### src/rtl/traffic_intersection_ctrl_if.sv
// Signal bundle between the intersection controller and whatever samples its lamps.
//   emergency    : emergency-vehicle request into the controller
//   out_ns       : NS lamps {left, green, yellow, red}
//   out_ew       : EW lamps, same encoding
//   phase        : current phase code (debug / verification)
//   emerg_active : high while the preemption clearance or all-stop is running
// master = controller side, slave = lamp driver / observer side.
interface traffic_intersection_ctrl_if;
   logic       emergency;
   logic [3:0] out_ns;
   logic [3:0] out_ew;
   logic [3:0] phase;
   logic       emerg_active;

   modport master (input emergency, output out_ns, output out_ew, output phase, output emerg_active);
   modport slave  (output emergency, input out_ns, input out_ew, input phase, input emerg_active);
endinterface

### src/rtl/traffic_intersection_ctrl.sv
// Two-approach intersection controller with emergency preemption.
// Ports:
//   clock   : system clock, rising edge
//   reset   : asynchronous active-high reset
//   sig     : traffic_intersection_ctrl_if.master (emergency in; lamps, phase, emerg_active out)
//
// state    | meaning
// ---------+-------------------------------------------------------------
// NS_LEFT  | NS protected left turn, EW red
// NS_GREEN | NS green, EW red
// NS_YEL   | NS yellow, EW red
// AR1      | all-red clearance before EW
// EW_LEFT  | EW protected left turn, NS red
// EW_GREEN | EW green, NS red
// EW_YEL   | EW yellow, NS red
// AR2      | all-red clearance before NS
// PRE_CLR  | preemption: interrupted approach yellow for T_YEL cycles
// ALLSTOP  | preemption: all red, held for EMERG_MIN and while emergency
module traffic_intersection_ctrl #(
   parameter int CW         = 5,
   parameter int T_LEFT_NS  = 5,
   parameter int T_GREEN_NS = 10,
   parameter int T_LEFT_EW  = 5,
   parameter int T_GREEN_EW = 10,
   parameter int T_YEL      = 3,
   parameter int T_ALLRED   = 2,
   parameter int EMERG_MIN  = 2
) (
   input  logic                         clock,
   input  logic                         reset,
   traffic_intersection_ctrl_if.master  sig
);

   typedef enum logic [3:0] {
      NS_LEFT  = 4'd0,
      NS_GREEN = 4'd1,
      NS_YEL   = 4'd2,
      AR1      = 4'd3,
      EW_LEFT  = 4'd4,
      EW_GREEN = 4'd5,
      EW_YEL   = 4'd6,
      AR2      = 4'd7,
      PRE_CLR  = 4'd8,
      ALLSTOP  = 4'd9
   } phase_e;

   phase_e          phase_q, phase_d, saved_phase_q, saved_phase_d, norm_phase;
   logic [CW-1:0]   cnt_q, cnt_d, hold_q, hold_d, saved_cnt_q, saved_cnt_d, norm_cnt;
   logic            clr_ew_q, clr_ew_d;   // 1: PRE_CLR yellow is on the EW approach

   function automatic logic [CW-1:0] last_cnt(input phase_e ph);
      case (ph)
         NS_LEFT:         last_cnt = CW'(T_LEFT_NS - 1);
         NS_GREEN:        last_cnt = CW'(T_GREEN_NS - 1);
         EW_LEFT:         last_cnt = CW'(T_LEFT_EW - 1);
         EW_GREEN:        last_cnt = CW'(T_GREEN_EW - 1);
         NS_YEL, EW_YEL:  last_cnt = CW'(T_YEL - 1);
         AR1, AR2:        last_cnt = CW'(T_ALLRED - 1);
         PRE_CLR:         last_cnt = CW'(T_YEL - 1);
         default:         last_cnt = '0;
      endcase
   endfunction

   // Where the normal cycle would go at this edge; also what preemption saves.
   always_comb begin
      norm_phase = phase_q;
      norm_cnt   = cnt_q + CW'(1);
      if (cnt_q == last_cnt(phase_q)) begin
         norm_cnt   = '0;
         norm_phase = (phase_q == AR2) ? NS_LEFT : phase_e'(4'(phase_q) + 4'd1);
      end
   end

   always_comb begin
      phase_d       = phase_q;
      cnt_d         = cnt_q;
      hold_d        = hold_q;
      saved_phase_d = saved_phase_q;
      saved_cnt_d   = saved_cnt_q;
      clr_ew_d      = clr_ew_q;
      case (phase_q)
         PRE_CLR: begin
            // emergency is deliberately ignored here; clearance always completes
            if (cnt_q == CW'(T_YEL - 1)) begin
               phase_d = ALLSTOP;
               cnt_d   = '0;
               hold_d  = '0;
            end else begin
               cnt_d = cnt_q + CW'(1);
            end
         end
         ALLSTOP: begin
            if (hold_q >= CW'(EMERG_MIN - 1) && !sig.emergency) begin
               phase_d = saved_phase_q;
               cnt_d   = saved_cnt_q;
            end else if (hold_q != '1) begin
               hold_d = hold_q + CW'(1);
            end
         end
         default: begin
            if (sig.emergency) begin
               saved_phase_d = norm_phase;
               saved_cnt_d   = norm_cnt;
               cnt_d         = '0;
               if (phase_q inside {NS_LEFT, NS_GREEN, EW_LEFT, EW_GREEN}) begin
                  phase_d  = PRE_CLR;
                  clr_ew_d = (phase_q inside {EW_LEFT, EW_GREEN});
               end else begin
                  // already yellow or all-red: no further clearance needed
                  phase_d = ALLSTOP;
                  hold_d  = '0;
               end
            end else begin
               phase_d = norm_phase;
               cnt_d   = norm_cnt;
            end
         end
      endcase
   end

   always_ff @(posedge clock or posedge reset) begin
      if (reset) begin
         phase_q       <= NS_LEFT;
         cnt_q         <= '0;
         hold_q        <= '0;
         saved_phase_q <= NS_LEFT;
         saved_cnt_q   <= '0;
         clr_ew_q      <= 1'b0;
      end else begin
         phase_q       <= phase_d;
         cnt_q         <= cnt_d;
         hold_q        <= hold_d;
         saved_phase_q <= saved_phase_d;
         saved_cnt_q   <= saved_cnt_d;
         clr_ew_q      <= clr_ew_d;
      end
   end

   always_comb begin
      sig.out_ns       = 4'b0001;
      sig.out_ew       = 4'b0001;
      sig.phase        = 4'(phase_q);
      sig.emerg_active = 1'b0;
      case (phase_q)
         NS_LEFT:  sig.out_ns = 4'b1001;
         NS_GREEN: sig.out_ns = 4'b0100;
         NS_YEL:   sig.out_ns = 4'b0010;
         EW_LEFT:  sig.out_ew = 4'b1001;
         EW_GREEN: sig.out_ew = 4'b0100;
         EW_YEL:   sig.out_ew = 4'b0010;
         PRE_CLR: begin
            sig.emerg_active = 1'b1;
            if (clr_ew_q) sig.out_ew = 4'b0010;
            else          sig.out_ns = 4'b0010;
         end
         ALLSTOP:  sig.emerg_active = 1'b1;
         default: ;
      endcase
   end

endmodule

### src/flat_wrapper.sv
// flat-port wrapper written by rule: the top's interface ports become plain ports
module traffic_intersection_ctrl_flat 
#(
   parameter int CW         = 5,
   parameter int T_LEFT_NS  = 5,
   parameter int T_GREEN_NS = 10,
   parameter int T_LEFT_EW  = 5,
   parameter int T_GREEN_EW = 10,
   parameter int T_YEL      = 3,
   parameter int T_ALLRED   = 2,
   parameter int EMERG_MIN  = 2
)
  (clock, reset, sig_emergency, sig_out_ns, sig_out_ew, sig_phase, sig_emerg_active);
  traffic_intersection_ctrl_if sig_i ();
  input  logic clock;
  input  logic reset;
  input wire logic [$bits(sig_i.emergency)-1:0] sig_emergency;
  output wire logic [$bits(sig_i.out_ns)-1:0] sig_out_ns;
  output wire logic [$bits(sig_i.out_ew)-1:0] sig_out_ew;
  output wire logic [$bits(sig_i.phase)-1:0] sig_phase;
  output wire logic [$bits(sig_i.emerg_active)-1:0] sig_emerg_active;
  assign sig_i.emergency = sig_emergency;
  assign sig_out_ns = sig_i.out_ns;
  assign sig_out_ew = sig_i.out_ew;
  assign sig_phase = sig_i.phase;
  assign sig_emerg_active = sig_i.emerg_active;
  traffic_intersection_ctrl #(.CW(CW), .T_LEFT_NS(T_LEFT_NS), .T_GREEN_NS(T_GREEN_NS), .T_LEFT_EW(T_LEFT_EW), .T_GREEN_EW(T_GREEN_EW), .T_YEL(T_YEL), .T_ALLRED(T_ALLRED), .EMERG_MIN(EMERG_MIN)) u_core (.clock(clock), .reset(reset), .sig(sig_i));
endmodule
### config.mk
export PLATFORM = sky130hd
export DESIGN_NAME = traffic_intersection_ctrl_flat
export DESIGN_NICKNAME = d
export VERILOG_FILES = /design/src/rtl/traffic_intersection_ctrl_if.sv /design/src/rtl/traffic_intersection_ctrl.sv /design/src/flat_wrapper.sv
export SDC_FILE = /design/constraint.sdc
export NUM_CORES = 1
export LEC_CHECK = 0
export BUFFER_PORTS_ARGS = -buffer_cell sky130_fd_sc_hd__buf_2
export CAP_MARGIN = 15
export CORE_MARGIN = 2
export CORE_UTILIZATION = 30
export DETAILED_ROUTE_END_ITERATION = 8
export GPL_TIMING_DRIVEN = 0
export PLACE_DENSITY_LB_ADDON = 0.05
export SLEW_MARGIN = 10
export SYNTH_ARGS = -nofsm -noshare
export SYNTH_HDL_FRONTEND = slang
export SYNTH_SLANG_ARGS = --single-unit
### constraint.sdc
create_clock -name clock -period 2.9 [get_ports clock]
set_input_delay 0.29 -clock clock [delete_from_list [all_inputs] [get_ports clock]]
set_output_delay 0.29 -clock clock [all_outputs]
set_load 0.01 [all_outputs]
# Word level (Yosys, flattened, before mapping)
# Memories as Yosys holds them, arrays and structs flattened.
# Index checks and enable logic that the tools add are counted.
[word_totals]
register_bits = 24
romBits = 64
input_bits = 3
output_inout_bits = 13
wordCells = 62
mem_count = 1
[op_classes]
add_sub_neg = 3
order_cmp = 1
n_eq_ne = 16
n_mux = 23
bitwise_logic = 1
n_reduce_logical = 11
[mem_list]
columns = ["name", "depth", "word_bits", "read_ports", "rd_ports_with_merged_regs", "write_ports", "line", "text"]
rows = [
  ["(name not given)", 16, 4, 1, 0, 0, "traffic_intersection_ctrl.sv:52", "case (ph)"],
]
[ops]
columns = ["cell", "count"]
rows = [
  ["5-bit 2-to-1 mux", 9],
  ["4-bit case mux with 4 select lines", 2],
  ["4-bit 2-to-1 mux", 5],
  ["5-bit case mux with 2 select lines", 2],
  ["4-bit by 3-bit equality test with 1-bit output, second input constant", 4],
  ["5-bit by 1-bit adder with 5-bit output, second input constant", 2],
  ["4-bit equality test, second input constant", 2],
  ["4-bit case mux with 2 select lines", 1],
  ["2-bit by 1-bit != test with 1-bit output, second input constant", 3],
  ["5-bit by 2-bit equality test with 1-bit output, second input constant", 1],
  ["5-bit equality test", 1],
  ["5-bit by 1-bit greater-or-equal comparator with 1-bit output, second input constant", 1],
  ["5-bit != test, second input constant", 1],
  ["5-bit AND reduction", 1],
  ["4-bit by 1-bit adder with 4-bit output, second input constant", 1],
  ["4-bit by 1-bit equality test with 1-bit output, second input constant", 1],
  ["4-bit by 2-bit equality test with 1-bit output, second input constant", 1],
  ["4-bit zero test", 1],
  ["2-bit 2-to-1 mux", 2],
  ["2-bit AND reduction", 2],
  ["4-bit nonzero test", 1],
  ["3-bit != test, second input constant", 1],
  ["3-bit AND reduction", 1],
  ["3-bit nonzero test", 1],
  ["other kinds (7)", 8],
]

# Longest topological paths before layout
[logic_depth]
word_depth = 5
mapped_depth = 10
ltp_nobuf = 8

# Least setup slack after synthesis
# No wires, ideal clock.
[synth_path]
kind = "register -> register"
from = "register u_core.phase_q[0] (netlist: u_core.sig.phase[0])"
to = "register u_core.phase_q[0] (netlist: u_core.sig.phase[0])"
arrival_ns = 2.097
slack_ns = 0.716
path_stages_with_launch = 11
synth_period_minus_slack_ns = 2.184
path_cell_list = "dfrtp_1 -> inv_1 -> ha_1 -> buf_2 -> inv_1 -> o22ai_2 -> a2111oi_4 -> and2_1 -> buf_6 -> a311oi_1 -> a211oi_2"
[synth_between]
elab_chain_len = 5
elab_cells_between_ends = 19
classes_between = "1 x add/sub; 9 x eq/ne; 5 x mux; 3 x reduce/logical; 1 x memory"
[synth_rtl]
columns = ["item", "line", "text"]
rows = [
  ["from (decl)", "traffic_intersection_ctrl.sv:47", "phase_e phase_q, phase_d, saved_phase_q, saved_phase_d, norm_phase;"],
  ["from (signal assigned)", "traffic_intersection_ctrl.sv:130", "phase_q <= phase_d;"],
  ["memory 16 x 4 bit, or another cell as far along", "-", ""],
  ["5-bit equality test, or another cell as far along", "traffic_intersection_ctrl.sv:68", "if (cnt_q == last_cnt(phase_q)) begin"],
  ["4-bit 2-to-1 mux / 1-bit 2-to-1 mux (equally long branches)", "traffic_intersection_ctrl.sv:68, traffic_intersection_ctrl.sv:105", ""],
  ["4-bit 2-to-1 mux", "traffic_intersection_ctrl.sv:101", "if (sig.emergency) begin"],
  ["4-bit case mux with 2 select lines", "traffic_intersection_ctrl.sv:81", "case (phase_q)"],
]
# Several ways; a longest one is shown, not always the timed one.
# A chain may end at the register's enable or synchronous reset.

# Worst setup path after layout
[layout_path]
from = "register u_core.phase_q[0] (netlist: u_core.sig.phase[0])"
to = "register u_core.saved_phase_q[3]"
[layout_between]
elab_chain_len = 4
elab_cells_between_ends = 11
classes_between = "1 x add/sub; 4 x eq/ne; 2 x mux; 1 x bitwise; 2 x reduce/logical; 1 x memory"
[layout_rtl]
columns = ["item", "line", "text"]
rows = [
  ["parallel branches: the longest is 4 deep, another holds memory 16 x 4 bit", "-", ""],
  ["to (signal assigned)", "traffic_intersection_ctrl.sv:133", "saved_phase_q <= saved_phase_d;"],
  ["to (decl)", "traffic_intersection_ctrl.sv:47", ""],
]
# Parallel ways; which one is timed is not known.

==> summary by stage <==
Clock network
The number of buffers inserted for hold repair after clock tree synthesis is 0. The total CTS buffers is 3. The root buffer cell chosen for the clock tree is sky130_fd_sc_hd__clkbuf_8. The later pin in the worst-skew pair is clocked with a latency of 270 ps.

The post-CTS resize count is 0. The number of levels in the clock H-tree is 1. The buffer levels on the longest clock path is 2. Clock-pin slew was measured on the worst setup and hold paths at 90 ps.

The total number of clock tree sinks is 24. The buffer count from post-CTS setup fixing is 0. TritonCTS built the clock tree.

Logic synthesis
The synthesized netlist net count is 210. A synthesized cell averages 8.54 um^2. The sequential fraction of the synthesis area is 35.5%. In the synthesized netlist, the cells that appear most often are sky130_fd_sc_hd__nand2_1 (27), sky130_fd_sc_hd__dfrtp_1 (24), sky130_fd_sc_hd__nor2_1 (16).

The synthesized design contains 0 enable-type register cells. In the post-synthesis netlist, the cell with the most instances is sky130_fd_sc_hd__nand2_1. The proportion of synthesized flip-flops having asynchronous set or reset is 100%.

The primary flip-flop cell chosen by synthesis mapping is sky130_fd_sc_hd__dfrtp_1. The number of distinct library cells after synthesis is 47. After synthesis, the cell types taking the most area are sky130_fd_sc_hd__dfrtp_1 (36%), sky130_fd_sc_hd__ha_1 (6.7%), sky130_fd_sc_hd__nand2_1 (6.0%), sky130_fd_sc_hd__nor2_1 (3.6%), sky130_fd_sc_hd__a21oi_1 (3.3%). The cell type with the largest total area after synthesis is sky130_fd_sc_hd__dfrtp_1. Counting every instance in the synthesized netlist gives 198. After synthesis the netlist holds a flip-flop and latch count of 24. The synthesized netlist occupies a cell area of 1690 um^2. The count of yosys warnings during synthesis is 0.

Of the post-synthesis cell area, the dominant cell type holds 35.5%.

Layout
Relative to the synthesized area, the layout overhead comes to 12.7%. The core occupancy in the finished layout is 34.8%. The share of final-layout standard cells stronger than drive strength 1 is 15.7%. Summing all multi-input logic gate instances after layout gives 996 um^2.

The repair_antennas step left the layout with diodes totalling 0. At the end of the flow, the number of nets in the layout was 229. With fillers left out, the area of the finished cells amounts to 1910 um^2. The final-layout fill cell count is 600.

The area of all sequential standard cells is 601 um^2.

STA
The count of final hold-check violations came to 0. Setup repair after global routing left no endpoint under its margin. For the pin with the worst max-slew slack, the measured transition is 965 ps. The share of the clock period used by the worst path is 86.1%. The smallest clock period supported by the final layout is computed as 2500 ps.

The worst clock skew is 5.28 ps. The fmax is 401 MHz. The number of pins with negative max-slew slack in the final report is 0. Measured against its own limit, the worst slew margin works out to 35.6%.

In the final timing run, aggregate negative setup slack is 0 ps. The total setup violations reported at the end of the flow is 0.

Floorplan
From left edge to right edge, the die measures 79.1 um. The total I/O pin count is 16. In this run the standard cell core region covers 5470 um^2.

From bottom edge to top edge, the die measures 79.1 um. The total die area is 6260 um^2. After floorplanning, the core was divided into 27 placement rows.

The starting density of the core is 30.9%.

Worst setup path
The length in cells of the worst reg-to-reg path is 10. Data on the critical path arrives at its endpoint at 2690 ps. The endpoint class of the critical path is a flop.

STA classifies the critical path startpoint as a flop. Data on the critical path is required at its endpoint by 3100 ps. In this run the worst path has a maximum fanout of 9. The type of the worst setup path is flop to flop.

Place
The estimated wirelength of the detail-placed design is 3270 um. Port buffering added 14 buffers. The instance area after placement is 1850 um^2. The congestion estimate from routability-driven global placement came to 0.753.

Routing
The post-detailed-route count of antenna-violating nets is 0. The routed length per placed instance is 15.1 um. The number of DRC markers in iteration 0 is 43. The detailed router placed 1492 vias in this run. The detailed-route wire length is 4360 um. The pre-antenna-repair detailed-routing pass consisted of 4 iterations. After detailed routing, the number of remaining DRC violations is 0. The number of vias per cell is 5.18.

Pwr
The total design power is 2.35 mW. Power spread over the standard cell area amounts to 1230 nW/um^2. IR analysis of the VDD net gives a maximum drop of 0.408 mV. The total leakage power is 0.871 nW.

Job
The max-capacitance violation count is 0.

Global route
The number of global-route vias before repair is 1410. Entering global routing, the biggest net connects 25 pins. The first global-routing pass estimated 7280 um of wire. The number of antenna violations at the first check in global routing was 0. The overall global routing resource usage is 15.1%. The total overflow left after global routing is 0.

Status
The flow ran to the end, and the final reports show no timing, DRC or antenna violations.

Worst hold path
The worst hold path belongs to the class input pin to asynchronous set/reset pin.
-- layout by cell type, fill, tap and decap left out, drive strengths merged, types with 3 or more instances in the layout --
master	instances
nand3	5
xor2	4
and3b	3
and3	3
clkbuf	9
nor2b	4
nand2	28
nor2	16
buf	20
nor3	4
nand2b	3
a21oi	11
ha	9
dfrtp	24
o31ai	5
inv	9
o21ai	16
a31oi	8
and2	4
-- critical path: stages (launching register included) --
cell and delay [ps]:
sky130_fd_sc_hd__dfrtp_1 510, sky130_fd_sc_hd__inv_1 140, sky130_fd_sc_hd__ha_1 210, sky130_fd_sc_hd__buf_2 170
sky130_fd_sc_hd__inv_1 150, sky130_fd_sc_hd__o22ai_2 110, sky130_fd_sc_hd__a2111oi_4 480, sky130_fd_sc_hd__and2_1 210
sky130_fd_sc_hd__buf_6 140, sky130_fd_sc_hd__a31oi_1 150, sky130_fd_sc_hd__o21ai_1 160
-- final cells by class --
class                           count  area share, %
Clock buffer                        4           2.89
Sequential cell                    24           31.5
Timing Repair Buffer               14           3.67
Multi-Input combinational cell    154           52.2
Buffer                             11           3.22
Tap cell                           72           4.72
Inverter                            9           1.77
-- sequential cells by signal, indices dropped and copies added (netlist names) --
| name | flops |
|---|---|
| u_core.sig.phase | 4 |
| u_core.hold_q | 5 |
| u_core.clr_ew_q | 1 |
| u_core.saved_cnt_q | 5 |
| u_core.saved_phase_q | 4 |
| u_core.cnt_q | 5 |
-- stage by stage --
step                cells  hold slack (ps)  setup slack [ps]
CTS                   288              261               353
global placement      284              471               404
floorplan             198              305               716
global route          288              320               159
finish                288              218               404
detailed placement    284              476               369
-- logic make-up (layout without fill, tap and decap cells) --
kind of cell / count (synthesis) / after routing / synth area share (%)
xor gates and xnor gates: 6 / 6 / 3.11
adders and majority gates: 9 / 9 / 6.66
and+or+nand+nor: 78 / 78 / 23.4
AOI/OAI and AO/OA: 58 / 58 / 23.8
buffers and inverters: 20 / 38 / 5.62
DFF: 24 / 24 / 35.5
muxes: 3 / 3 / 1.92
-- path summary, 6_finish.rpt --
| path | start | endpoint | slack, ps |
|---|---|---|---|
| min in group clock | sig_emergency | u_core.sig.phase[3] | 450 |
| setup reg to reg | u_core.sig.phase[0] | u_core.saved_phase_q[3] | 400 |
| max in group asynchronous | reset | u_core.saved_phase_q[1] | 2080 |
| setup / recovery | u_core.sig.phase[0] | u_core.saved_phase_q[3] | 400 |
| hold / removal | reset | u_core.hold_q[4] | 220 |
| hold reg to reg | u_core.saved_cnt_q[0] | u_core.saved_cnt_q[0] | 490 |
-- where the power goes --
part           internal, mW  switching [mW]
Sequential            0.460           0.116
Combinational         0.576           0.966
Clock                 0.121           0.114
Total                  1.16            1.20
-- routing by layer --
metal / wire, um / share of wire [%] / track usage [%]
met5: 0 / 0 / 0
met4: 48 / 1.1 / 4.83
met3: 188 / 4.3 / 1.70
met2: 2010 / 46 / 24.3
met1: 2110 / 48 / 21.2
Note: power is estimated with default switching activity, not from simulation.
